$ cat config.mk
export PLATFORM = sky130hd
export DESIGN_NAME = video_mix_ctrl
export DESIGN_NICKNAME = d
export VERILOG_FILES = /design/src/rtl/video_mix_ctrl.sv
export SDC_FILE = /design/constraint.sdc
export NUM_CORES = 1
export LEC_CHECK = 0
export ABC_AREA = 1
export BUFFER_PORTS_ARGS = -buffer_cell sky130_fd_sc_hd__buf_2
export CAP_MARGIN = 20
export CORE_ASPECT_RATIO = 1.5
export CORE_MARGIN = 4
export CORE_UTILIZATION = 57
export CTS_CLUSTER_SIZE = 14
export DETAILED_ROUTE_END_ITERATION = 10
export PLACE_DENSITY = 0.76
export SKIP_LAST_GASP = 1
export SLEW_MARGIN = 25
export SYNTH_ARGS = -nofsm -noshare
export SYNTH_HDL_FRONTEND = slang
export SYNTH_SLANG_ARGS = --single-unit
$ cat constraint.sdc
create_clock -name clk_vid -period 1.8 [get_ports clk_vid]
set_clock_uncertainty 0.05 [all_clocks]
set_input_delay 0.09 -clock clk_vid [delete_from_list [all_inputs] [get_ports clk_vid]]
set_output_delay 0.09 -clock clk_vid [all_outputs]
set_load 0.01 [all_outputs]
$ cat src/rtl/video_mix_ctrl.sv
// video_mix_ctrl: frame-synchronous mix-mode select and output mute control.
// Mix changes are requested over a four-phase req/ack handshake and are
// applied only at the rising edge of vertical blanking. Active lines per
// frame are measured, and the output stays muted until the line count has
// been stable for MUTE_FRAMES consecutive frames.
module video_mix_ctrl #(
  parameter int unsigned MUTE_FRAMES = 2,
  parameter int unsigned LINE_W      = 12
) (
  input  logic              clk_vid,
  input  logic              reset,
  input  logic              ce_pix,
  input  logic              HBlank,
  input  logic              VBlank,
  input  logic              req,
  input  logic [1:0]        req_mix,
  output logic              ack,
  output logic [1:0]        mix_out,
  output logic              mute,
  output logic              mode_change,
  output logic [LINE_W-1:0] lines_per_frame
);

  localparam int unsigned    MW        = (MUTE_FRAMES < 2) ? 1 : $clog2(MUTE_FRAMES + 1);
  localparam logic [MW-1:0]  MUTE_INIT = MW'(MUTE_FRAMES);

  typedef enum logic [1:0] {
    IDLE = 2'd0,
    PEND = 2'd1,
    ACKW = 2'd2
  } state_t;

  logic              hb_q, vb_q;
  logic              line_ev, frame_ev, count_diff;
  logic [LINE_W-1:0] line_cnt_q, line_cnt_d;
  logic [LINE_W-1:0] lpf_q;
  logic [MW-1:0]     mute_cnt_q, mute_cnt_d;
  logic              mute_q, mc_q;

  state_t            state_q;
  logic [1:0]        pend_q, mix_q;
  logic              ack_q;

  assign line_ev    = ce_pix & HBlank & ~hb_q;
  assign frame_ev   = ce_pix & VBlank & ~vb_q;
  assign count_diff = (line_cnt_q != lpf_q);

  // Line counter next state: a line event coinciding with the frame event
  // is the first line of the new frame, hence the reload to 1.
  always_comb begin
    line_cnt_d = line_cnt_q;
    if (frame_ev) begin
      line_cnt_d = line_ev ? LINE_W'(1) : '0;
    end else if (line_ev && (line_cnt_q != '1)) begin
      line_cnt_d = line_cnt_q + LINE_W'(1);
    end
  end

  // Mute counter next state: reload on a line-count change, else count down.
  always_comb begin
    mute_cnt_d = mute_cnt_q;
    if (frame_ev) begin
      if (count_diff) begin
        mute_cnt_d = MUTE_INIT;
      end else if (mute_cnt_q != '0) begin
        mute_cnt_d = mute_cnt_q - MW'(1);
      end
    end
  end

  // Blanking edge history, line measurement and mute state.
  always_ff @(posedge clk_vid or posedge reset) begin
    if (reset) begin
      hb_q       <= 1'b0;
      vb_q       <= 1'b0;
      line_cnt_q <= '0;
      lpf_q      <= '0;
      mute_cnt_q <= MUTE_INIT;
      mute_q     <= 1'b1;
      mc_q       <= 1'b0;
    end else begin
      if (ce_pix) begin
        hb_q <= HBlank;
        vb_q <= VBlank;
      end
      if (frame_ev) begin
        lpf_q <= line_cnt_q;
      end
      line_cnt_q <= line_cnt_d;
      mute_cnt_q <= mute_cnt_d;
      mute_q     <= (mute_cnt_d != '0);
      mc_q       <= frame_ev & count_diff;
    end
  end

  // Request handshake: latch, wait for vertical blank, apply and ack.
  always_ff @(posedge clk_vid or posedge reset) begin
    if (reset) begin
      state_q <= IDLE;
      pend_q  <= '0;
      mix_q   <= '0;
      ack_q   <= 1'b0;
    end else begin
      case (state_q)
        IDLE: begin
          if (req) begin
            pend_q  <= req_mix;
            state_q <= PEND;
          end
        end
        PEND: begin
          if (!req) begin
            state_q <= IDLE;
          end else if (frame_ev) begin
            mix_q   <= pend_q;
            ack_q   <= 1'b1;
            state_q <= ACKW;
          end
        end
        ACKW: begin
          if (!req) begin
            ack_q   <= 1'b0;
            state_q <= IDLE;
          end
        end
        default: begin
          ack_q   <= 1'b0;
          state_q <= IDLE;
        end
      endcase
    end
  end

  assign ack             = ack_q;
  assign mix_out         = mix_q;
  assign mute            = mute_q;
  assign mode_change     = mc_q;
  assign lines_per_frame = lpf_q;

endmodule

==> reports/qor.yml <==
drt:
  vias_per_cell: 4.947
  drtIter0Drc: 27
  postRouteWirelength_um: 3812
  wl_met2_um: 2012
  top_layer_used: "met4"
  m1WireLength_um: 1561
  wl_met3_um: 150
  num_vias: 1578
  post-route-drc-count: 0
  wire_per_inst_um: 11.95
  dr.pass1.iters: 4
  final_antenna_net_count: 0
clock_tree:
  cts_made_buffers: 5
  cts_root_buffer: "clkbuf_8"
  path_clk_slew_ns: 0.07
  cts_tree: "yes"
  cts_buffer_depth: 2
  clk_latency_ns: 0.28
  cts.sinks: 37
  htree_num_levels: 2
  post-cts-setup-buffers: 0
finish:
  area_growth_pct: 14.41
  final_cell_area_sq_mm: 0.002196
  final_nets: 287
  diodes: 0
  drive_above_1_share: 0.2007
  num-fill-cells: 295
logic_synthesis:
  syn_inst: 245
  yosysTopAreaCell: "dfrtp_1"
  yosys_warnings: 0
  seq_area_frac_synth: 0.4837
  synth_commonest_cells: "nand2_1, dfrtp_1, inv_1"
  syn_nets: 254
  synth_area_sq_mm: 0.001919
  async_flop_share: 1.000
  syn_area_per_cell_sq_um: 7.834
  synth.most_common_cell: "nand2_1"
  synth_edf_count: 0
  synth_top_family_by_area: "simple AND/OR/NAND/NOR gates"
  netlist.area_leader.share: 0.4563
  synth_flop_cell: "dfrtp_1"
  ys_types: 27
  synth_compound_gate_area_share: 0.09583
  synth_mux_area_frac: 0.02347
  synthAdderAreaFrac: 0.006519
  synth-seq-cells: 37
  synth.area.top_cells: "dfrtp_1, nand2_1, inv_1"
  synth_xor_area_frac: 0.02282
  yosys.area_share.simple: 0.2757
timing:
  final.period_utilization: 0.8777
  fmax_ghz: 0.6330
  setup_viol: 0
  fin_tns_setup_ns: 0
  grt_setup_unrepaired: "false"
  fin_crit_ns: 1.580
  finalHoldViolCount: 0
  maxSlewHeadroom: 0.6846
  holdWs_ns: 0.009175
  worst_pin_slew_ns: 0.4732
  finalWorstSetupSlack_ns: 0.2202
  slew_violations: 0
grt:
  grt_max_degree: 38
  overflow: 0
  gr-usage-all-layers: 0.2021
  antenna_found_initial: 0
  grt_pass1_wl_um: 6969
  first_global_vias: 1590
die:
  die_area_sq_mm: 0.004379
  ioPinCount: 25
  num_rows: 25
  core_area_sq_mm: 0.003191
  start_util: 0.6016
  dieHeight_um: 79.07
  die_width_um: 55.38
setup_path:
  start_kind: "flip-flop"
  crit_chain: "ha_1 -> nand2_1 -> nor2_1 -> nand4_1 -> nand2_2 -> nand2_4 -> clkinv_4 -> nand2_1 -> o21ai_2"
  critPathKind: "flip-flop to flip-flop"
  worst_path_max_delay_cell: "dfrtp_2"
  crit_path_frequent_cell: "nand2_1"
  rrSetupSlack_ns: 0.22
  critPathArrivalTime_ns: 1.71
  cp-end-kind: "flip-flop"
  max_stage_delay_ns: 0.44
  required_ns: 1.93
  path_max_fanout: 11
power_and_ir_drop:
  ir_drop_mv: 0.7196
  p_leak_nw: 1.096
  power.density_mw_per_mm2: 975.1
placed_design:
  placed_area_sq_mm: 0.002072
  gp_congestion: 0.8068
  hpwl_um: 2801
  dpl_worst_slack_ns: 0.2124
  portBuffers: 24
job:
  maxCapViolCount: 0
worst_hold_path:
  hold_class: "input port to flip-flop"
status:
  status: "completed"
what timing repair did:
item | CTS | global route
hold buffers | 4 | 0
setup endpoints to repair | 0 | 1
endpoints found under the hold margin | 39 | 0
resized for setup | 0 | 1
kinds of logic after synthesis:
kind of cell / after synthesis
compound gates: 33
xor+xnor: 5
fa+ha+maj: 1
buf+inv: 41
flops: 37
mux: 4
simple gates: 124
metrics by stage:
stage,std cells,util,power (mW)
after global placement,307,0.6494,1.590
after CTS,319,0.6878,2.174
final,319,0.6882,2.141
after floorplan,245,-,1.445
after global routing,319,0.6882,2.305
after detailed placement,307,0.6494,1.613
where the power goes:
part           internal (mW)  total [mW]  switching, mW
Sequential             0.982        1.09          0.112
Clock                  0.268       0.546          0.278
Combinational          0.209       0.501          0.292
Total                   1.46        2.14          0.682
cells in the final DEF (no fill, tap or decap):
| cell | instances |
|---|---|
| a21oi_1 | 4 |
| buf_2 | 24 |
| buf_4 | 2 |
| clkbuf_1 | 1 |
| clkbuf_8 | 5 |
| clkinv_2 | 2 |
| clkinv_4 | 1 |
| dfrtp_1 | 34 |
| dfrtp_2 | 1 |
| dfstp_2 | 2 |
| dlygate4sd3_1 | 4 |
| ha_1 | 1 |
| inv_1 | 34 |
| inv_2 | 2 |
| mux2_1 | 2 |
| mux2_2 | 2 |
| nand2_1 | 79 |
| nand2_2 | 5 |
| nand2_4 | 1 |
| nand3_1 | 11 |
| nand4_1 | 2 |
| nor2_1 | 21 |
| nor2_4 | 2 |
| nor3_1 | 1 |
| nor3_2 | 1 |
| o21ai_0 | 16 |
| o21ai_1 | 8 |
| o21ai_2 | 5 |
| or2_2 | 1 |
| xnor2_1 | 3 |
| xor2_1 | 2 |
flip-flops by register name (all words and copies together) (netlist names):
signal           cells
lines_per_frame     12
hb_q                 1
mute                 1
mix_out              2
pend_q               2
vb_q                 1
line_cnt_q          12
mute_cnt_q           2
ack                  1
mode_change          1
state_q              2
path summary, 6_finish.rpt:
check                                 end  cells past startpoint           from
max                        line_cnt_q[11]                      9  line_cnt_q[0]
min                                  hb_q                      3         HBlank
max reg2reg                line_cnt_q[11]                      9  line_cnt_q[0]
min in group asynchronous      state_q[0]                      4          reset
min reg2reg                     pend_q[0]                      1      pend_q[0]
max in group asynchronous   mute_cnt_q[1]                      4          reset
metal layers:
layer / vias to the layer above / GRT usage
li1: 821 / -
met1: 724 / 0.2282
met2: 25 / 0.3614
met3: 8 / 0.04715
met4: 0 / 0.08516
met5: - / 0
layout make-up:
type,count,area (sq um),area share
Inverter,37,143.9,0.06553
Clock buffer,6,72.57,0.03305
Tap cell,40,50.05,0.02279
Sequential cell,37,929.6,0.4234
Clock inverter,2,10.01,0.004558
Multi-Input combinational cell,167,814.5,0.3709
Timing Repair Buffer,30,175.2,0.07977
critical path: cells and delay by family, from the launching register on:
family | cells | cell delay [ns]
and+or+nand+nor | 6 | 0.56
buffers and inverters | 1 | 0.13
adders and majority gates | 1 | 0.24
AOI/OAI and AO/OA | 1 | 0.05
DFF | 1 | 0.44
Note: power is estimated with default switching activity, not from simulation.
